`src/rtl/bool_func_sweeper_pkg.sv`:
```
// Shared types and constants for the boolean function sweeper.
package bfs_pkg;

  typedef enum logic [1:0] {
    IDLE  = 2'd0,
    SWEEP = 2'd1,
    DONE  = 2'd2
  } state_t;

  // AB' + C'(A+B) with A=bit0, B=bit1, C=bit2
  localparam logic [7:0] DEFAULT_TT_3IN = 8'h2E;

  // Ceiling log2, never below 1 so a counter always has at least one bit.
  function automatic int clog2(input int value);
    int w;
    w = 1;
    while ((1 << w) < value) w++;
    return w;
  endfunction

endpackage

```
`src/rtl/bool_func_sweeper_sweep_step_timer.sv`:
```
// Hold counter for one sweep vector: counts 0..STEP_CYC-1 and flags the last cycle.
module sweep_step_timer
  import bfs_pkg::*;
#(
  parameter int STEP_CYC = 4
) (
  input  logic clk,
  input  logic rst,
  input  logic clr,
  input  logic en,
  output logic last_cycle
);

  localparam int CW = clog2(STEP_CYC);
  localparam logic [CW-1:0] LAST = CW'(STEP_CYC - 1);

  logic [CW-1:0] cnt;

  assign last_cycle = en && (cnt == LAST);

  always_ff @(posedge clk) begin
    if (rst || clr) begin
      cnt <= '0;
    end else if (en) begin
      cnt <= (cnt == LAST) ? '0 : cnt + CW'(1);
    end
  end

endmodule

```
`src/rtl/bool_func_sweeper.sv`:
```
// Programmable N-input truth table with a live registered output and an
// exhaustive sweep engine that captures the table and its ones count.
module bool_func_sweeper
  import bfs_pkg::*;
#(
  parameter int                        N_IN     = 3,
  parameter int                        STEP_CYC = 4,
  parameter logic [(1 << N_IN) - 1:0]  RESET_TT = DEFAULT_TT_3IN
) (
  input  logic                       clk,
  input  logic                       rst,
  input  logic [N_IN-1:0]            in_vec,
  output logic                       out,
  input  logic                       cfg_load,
  input  logic [(1 << N_IN) - 1:0]   cfg_tt,
  input  logic                       start,
  output logic                       busy,
  output logic [N_IN-1:0]            sweep_vec,
  output logic                       sweep_out,
  output logic                       sweep_valid,
  output logic                       done,
  output logic [(1 << N_IN) - 1:0]   result_tt,
  output logic [N_IN:0]              ones_cnt
);

  localparam int TT_W = 1 << N_IN;
  localparam logic [N_IN-1:0] LAST_VEC = N_IN'(TT_W - 1);

  state_t            state;
  logic [TT_W-1:0]   tt;
  logic [TT_W-1:0]   scratch;
  logic [N_IN:0]     count;
  logic              last_cycle;
  logic              cur_bit;

  assign cur_bit = tt[sweep_vec];

  sweep_step_timer #(
    .STEP_CYC (STEP_CYC)
  ) u_timer (
    .clk        (clk),
    .rst        (rst),
    .clr        (state != SWEEP),
    .en         (state == SWEEP),
    .last_cycle (last_cycle)
  );

  always_ff @(posedge clk) begin
    if (rst) begin
      state       <= IDLE;
      tt          <= RESET_TT;
      out         <= 1'b0;
      busy        <= 1'b0;
      sweep_vec   <= '0;
      sweep_out   <= 1'b0;
      sweep_valid <= 1'b0;
      done        <= 1'b0;
      result_tt   <= '0;
      ones_cnt    <= '0;
      scratch     <= '0;
      count       <= '0;
    end else begin
      // Live path reads the table before any same-cycle load takes effect.
      out         <= tt[in_vec];
      sweep_valid <= 1'b0;
      done        <= 1'b0;
      case (state)
        IDLE: begin
          if (cfg_load) tt <= cfg_tt;
          if (start) begin
            state     <= SWEEP;
            busy      <= 1'b1;
            sweep_vec <= '0;
            scratch   <= '0;
            count     <= '0;
          end
        end
        SWEEP: begin
          if (last_cycle) begin
            sweep_valid        <= 1'b1;
            sweep_out          <= cur_bit;
            scratch[sweep_vec] <= cur_bit;
            count              <= count + (N_IN + 1)'(cur_bit);
            // Terminal vector is detected explicitly, so sweep_vec never wraps.
            if (sweep_vec == LAST_VEC) begin
              state <= DONE;
              busy  <= 1'b0;
            end else begin
              sweep_vec <= sweep_vec + N_IN'(1);
            end
          end
        end
        DONE: begin
          done      <= 1'b1;
          result_tt <= scratch;
          ones_cnt  <= count;
          sweep_vec <= '0;
          state     <= IDLE;
        end
        default: state <= IDLE;
      endcase
    end
  end

endmodule

```
`config.mk`:
```
export PLATFORM = sky130hd
export DESIGN_NAME = bool_func_sweeper
export DESIGN_NICKNAME = d
export VERILOG_FILES = /design/src/rtl/bool_func_sweeper_pkg.sv /design/src/rtl/bool_func_sweeper_sweep_step_timer.sv /design/src/rtl/bool_func_sweeper.sv
export SDC_FILE = /design/constraint.sdc
export NUM_CORES = 1
export LEC_CHECK = 0
export CORE_ASPECT_RATIO = 1.4
export CORE_MARGIN = 8
export CORE_UTILIZATION = 40
export DETAILED_ROUTE_END_ITERATION = 16
export PLACE_DENSITY = 0.71
export SYNTH_ARGS = -nofsm -noshare
export SYNTH_HDL_FRONTEND = slang
export SYNTH_HIERARCHICAL = 1
export SYNTH_SLANG_ARGS = --single-unit
```
`constraint.sdc`:
```
create_clock -name clk -period 4.1 [get_ports clk]
set_input_delay 0.615 -clock clk [delete_from_list [all_inputs] [get_ports clk]]
set_output_delay 0.615 -clock clk [all_outputs]
set_load 0.05 [all_outputs]
```
---- After elaboration in Yosys (flattened, before gate mapping) ----
Cells that the tools add are included.
word-level totals
  output and inout bits ................... 20
  logic and storage cells ................. 70
  register bits ........................... 44
operators by class
  reduce and logical (&&, ||, !) cells .... 13
  mux-type cells .......................... 28
  add/subtract/negate cells ............... 3
  eq/ne operators ......................... 9
  bitwise gates (word level) .............. 1
  magnitude comparators ................... 3
operators with widths
  cell                                                                          number
  8-bit 2-to-1 mux                                                              2
  8-bit case mux with 2 select lines                                            1
  3-bit 2-to-1 mux                                                              3
  3-bit case mux with 3 select lines                                            1
  8-bit bitwise mux                                                             1
  3-bit by 4-bit less-than comparator with 1-bit output, second input constant  2
  1-bit 2-to-1 mux                                                              8
  2-bit 2-to-1 mux                                                              4
  4-bit 2-to-1 mux                                                              2
  2-bit != test, second input constant                                          4
  4-bit case mux with 2 select lines                                            1
  4-bit AND reduction                                                           2
  1-bit binary-select mux with 3-bit select                                     2
  3-bit AND reduction                                                           2
  4-bit by 1-bit adder with 4-bit output                                        1
  2-bit == test, second input constant                                          2
  2-bit case mux with 2 select lines                                            1
  2-bit AND reduction                                                           2
  3-bit by 1-bit adder with 3-bit output, second input constant                 1
  1-bit demux with 3-bit select                                                 1
  3-bit == test, second input constant                                          1
  3-bit by 1-bit >= comparator with 1-bit output, second input constant         1
  3-bit nonzero test                                                            1
  2-bit by 1-bit adder with 2-bit output, second input constant                 1
  other kinds (9)                                                               10

---- Depth between registers and ports, before layout ----
  depth after elaboration ................. 7
  depth in mapped cells ................... 10

---- Modules after synthesis ----
Netlist, hierarchy kept.
modules (own cells, without submodules)
  module             instances  seq. area each (um^2)  area each (um^2)  cells each
  bool_func_sweeper  1          840.8                  1846.8            212
  sweep_step_timer   1          40.0                   101.3             9

---- Worst setup path after synthesis ----
OpenSTA, ideal clock, no wires.
  path type ............................... reg-to-reg
  start ................................... register sweep_vec[0]
  end ..................................... register count[2]
  data arrival time ....................... 2336 ps
  path slack .............................. 1649 ps
  stages on the path, launching flop included .. 11
  cell sequence ........................... dfxtp_1 -> buf_2 -> mux2i_1 -> o32ai_2 -> a211oi_2 -> inv_1 -> ha_1 -> ha_1 -> nor3b_1 -> xnor2_1 -> nor2_1
on the way
  word-level cells in the longest chain between the ends .. 5
ends and longest elaborated chain
  what                                       line                     source
  from (decl)                                bool_func_sweeper.sv:18  output logic [N_IN-1:0] sweep_vec,
  from (signal assigned)                     bool_func_sweeper.sv:89  sweep_vec <= sweep_vec + N_IN'(1);
  1-bit binary-select mux with 3-bit select  bool_func_sweeper.sv:36  assign cur_bit = tt[sweep_vec];
  1-bit 2-to-1 mux (not written as such)     bool_func_sweeper.sv:36
  via cur_bit                                bool_func_sweeper.sv:34  logic cur_bit;
  4-bit by 1-bit adder with 4-bit output     bool_func_sweeper.sv:83  count <= count + (N_IN + 1)'(cur_bit);
  4-bit 2-to-1 mux                           bool_func_sweeper.sv:79  if (last_cycle) begin
  4-bit case mux with 2 select lines         bool_func_sweeper.sv:67  case (state)
  to (signal assigned)                       bool_func_sweeper.sv:83
  to (decl)                                  bool_func_sweeper.sv:32  logic [N_IN:0] count;
The timed path passes the listed nets, and every way through them passes these cells. The select of a mux whose other input is x is not followed.
A chain may end at the register's enable or synchronous reset.

---- Worst setup path after layout ----
  start ................................... register state[0]
  end ..................................... register scratch[4]
on the way
  word-level cells in the longest chain between the ends .. 4
  elaborated cells on any way between the ends .. 8
  those cells by class .................... eq/ne (3); mux (1); reduce/logical (4)
ends and longest elaborated chain
  what                                      line                                      source
  from (decl)                               bool_func_sweeper.sv:29                   state_t state;
  from (signal assigned)                    bool_func_sweeper.sv:50                   state <= IDLE;
  from (signal assigned)                    bool_func_sweeper.sv:71                   state <= SWEEP;
  from (signal assigned)                    bool_func_sweeper.sv:86                   state <= DONE;
  2-bit by 1-bit == test with 1-bit output  bool_func_sweeper.sv:44                   .en (state == SWEEP),
  1-bit logical AND                         bool_func_sweeper_sweep_step_timer.sv:19  assign last_cycle = en && (cnt == LAST);
  via last_cycle                            bool_func_sweeper.sv:33                   logic last_cycle;
  2-bit != test (no line)                   n/a
  3-bit AND reduction (no line)             n/a
  to (signal, indexed assignment)           bool_func_sweeper.sv:82                   scratch[sweep_vec] <= cur_bit;
  to (decl)                                 bool_func_sweeper.sv:31                   logic [TT_W-1:0] scratch;
The timed path passes the listed nets, and every way through them passes these cells.

==> metrics.md <==
| Metric | Value |
|---|---|
| CP Max Fanout | `12` |
| Post-place setup slack | `1.64 ns` |
| Worst skew pair latency | `0.30 ns` |
| Remaining DRCs | `0` |
| RSZ-0062 raised after global routing | `false` |
| Fill cell count | `478` |
| Worst Path Required | `4.27 ns` |
| Total global-route track usage | `0.124` |
| Postcts setup bufs | `0` |
| Worst setup margin | `1.59 ns` |
| Worst Skew | `0.00661 ns` |
| CP endpoint kind | `flip-flop` |
| Storage cell area | `881 um^2` |
| Critical path startpoint | `state[0]` |
| Worst Path Buf+Inv | `0` |
| Grt ovf | `0` |
| Final hold violation count | `0` |
| Final Setup Violations | `0` |
| Final Slew Violations | `0` |
| Reg2reg setup slack | `1.59 ns` |
| Rows | `30` |
| R2r endpoint | `scratch[4]` |
| Die area | `7390 um^2` |
| Non-Filler Instances | `316` |
| Core Util, Final | `0.509` |
| Post-route cell area | `2430 um^2` |
| Cells after Synth | `221` |
| Main flop type after synthesis | `dfxtp_1` |
| CTS tree | `done` |
| Most frequent cells in the layout | `46 x nand2_1, 44 x dfxtp_1, 34 x clkdlybuf4s50_1, 23 x a21oi_1, 12 x nor2_1` |
| Max Cap Viol | `0` |
| IR drop worst, VDD | `0.000229 V` |
| CTS Root Cell | `clkbuf_8` |
| DP HPWL | `3.21 mm` |
| CTS buffer count | `5` |
| Largest net degree at the start of global routing | `20` |
| Most common cell after layout, fill and taps aside | `nand2_1` |
| Crit share post-route | `0.612` |
| Area grow syn2layout | `24.6%` |
| Num ports | `35` |
| Syn nets | `241` |
| Worst R2R Start | `state[0]` |
| Clock buffer depth | `2` |
| CORE AREA | `4770 um^2` |
| Vias in the first global route | `1,566` |
| Hold Crit Depth | `2` |
| Static Leak | `0.866 nW` |
| Critical Path AT | `2.68 ns` |
| Clk sink count | `44` |
| Clk slew on worst S/H paths | `0.08 ns` |
| Crit-path cells | `nor2b_1 > and2_1 > mux2i_2 > or3_1 > o211ai_1 > o41ai_1` |
| Number of synthesized flops with an enable pin | `0` |
| Crit start category | `flip-flop` |
| Register area share after synthesis | `0.452` |
| Post-DRT Antenna Nets | `0` |
| Max stage delay on crit path | `0.60 ns` |
| Share of layout cells above drive strength 1 | `0.0833` |
| PortBufs | `34` |
| Final GP Congestion | `0.848` |
| Routed len/inst | `12.9 um` |
| DIE HEIGHT | `98.6 um` |
| Vias post-DR | `1,605` |
| WL final | `4.09 mm` |
| Clock period minus final worst setup slack | `2.51 ns` |
| Die span in x | `75.0 um` |
| Power Density | `352 nW/um^2` |
| Number of gates resized after CTS | `0` |
| Antenna violations before repair | `0` |
| HP Class | `flip-flop to flip-flop` |
| CP max stage cell | `nor2b_1` |
| 1st-pass router iterations | `4` |
| Slew HR | `0.494` |
| Inserted Diodes | `0` |
| Mapped Area | `1950 um^2` |
| Multi-input gate area | `992 um^2` |
| CP top delay family | `simple AND/OR/NAND/NOR gates` |
| Critical path capture point | `scratch[4]` |
| H-tree depth | `2` |
| Reg2reg path depth | `6` |
| DP Cell Count | `308` |
| Drt via density | `5.08` |
| Synth unique cells | `43` |
| Async set-reset flop share out of synthesis | `0` |
| CTS Hold Bufs | `0` |
| Crit. path cell count | `6` |
| Initial DRC Count | `82` |
| Setup TNS | `0 ns` |
| First-pass GRT wire length | `7.18 mm` |
| Avg Inst Size Synth | `8.82 um^2` |
| Crit Path Class | `flip-flop to flip-flop` |
| Worst-margin pin slew | `0.757 ns` |
| Fmax | `398 MHz` |
| Placed Area | `2320 um^2` |
| Status | `complete, no violations` |
| Yosys reg bits | `44` |
| # nets final | `271` |
| Syn. warnings | `6` |
| Starting density of the core | `0.409` |
[per-stage QoR]
| step | hold slack [ns] | total power [mW] |
|---|---|---|
| floorplan | 0.429 | 0.514 |
| global placement | 0.441 | 0.544 |
| detailed placement | 0.445 | 0.545 |
| CTS | 0.456 | 0.866 |
| global route | 0.483 | 0.896 |
| finish | 0.455 | 0.854 |
[cell families after synthesis]
group                      Yosys count  synth area share
AOI/OAI and AO/OA                   45             0.150
buffers and inverters               17            0.0385
and+or+nand+nor                     95             0.237
adders and majority gates            5            0.0321
xor gates and xnor gates             2           0.00899
DFF                                 44             0.452
muxes                               13            0.0816
[layout make-up]
cell class,instances,share of cell area
multi-input cells,160,0.409
flip-flops and latches,44,0.363
repair buffers,35,0.143
well taps,64,0.0330
clock buffers,6,0.0299
clock inverters,2,0.0144
inverters,5,0.00773
[state kept, by name, summed over array words and instances (netlist names)]
register,flops
state,2
count,4
busy,1
ones_cnt,4
done,1
scratch,8
out,1
u_timer/cnt,2
tt,8
result_tt,8
sweep_out,1
sweep_vec,3
sweep_valid,1
[routing by layer]
metal  up-vias  share of wire  global-route usage
met5         -              0                   0
met4         0          0.022              0.0667
met3         6          0.040              0.0285
met2        31           0.52               0.216
met1       742           0.42               0.130
li1        826              -                   -
[power by group]
| group | total, mW | switching (mW) | internal [mW] |
|---|---|---|---|
| clock | 0.319 | 0.139 | 0.181 |
| sequential | 0.447 | 0.00985 | 0.437 |
| combinational | 0.0874 | 0.0482 | 0.0393 |
[tightest hold or removal path, cell delays in order (launching register included)]
cell and delay, ns:
dfxtp_1 0.31, nand2_1 0.05, a21oi_1 0.05
[synthesized netlist by cell type (all sizes together) (2+ instances only)]
| cell type | count | area, um^2 |
|---|---|---|
| a311oi | 2 | 17.5 |
| a211oi | 2 | 25.0 |
| mux2i | 11 | 114 |
| o21ai | 7 | 35.0 |
| nor4 | 2 | 12.5 |
| a21oi | 24 | 124 |
| o41ai | 2 | 17.5 |
| nand2 | 46 | 173 |
| nor2 | 13 | 51.3 |
| nor3 | 5 | 30.0 |
| nor2b | 4 | 27.5 |
| inv | 5 | 18.8 |
| and2 | 5 | 31.3 |
| dfxtp | 44 | 881 |
| buf | 4 | 26.3 |
| nand3b | 4 | 30.0 |
| o211ai | 2 | 15.0 |
| nand2b | 4 | 25.0 |
| or3b | 2 | 17.5 |
| nand3 | 5 | 25.0 |
| clkbuf | 8 | 30.0 |
| xnor2 | 2 | 17.5 |
| ha | 5 | 62.6 |
| mux4 | 2 | 45.0 |
[worst min path at each step]
stage / to / slack, ns / startpoint
after floorplan: result_tt[1] / 0.43 / scratch[1]
after global placement: ones_cnt[2] / 0.44 / ones_cnt[2]
final: ones_cnt[3] / 0.45 / ones_cnt[3]
after detailed placement: result_tt[2] / 0.45 / scratch[2]
after CTS: result_tt[2] / 0.46 / scratch[2]
after global routing: result_tt[5] / 0.48 / result_tt[5]
No activity file was read; power rests on OpenSTA's default activity.
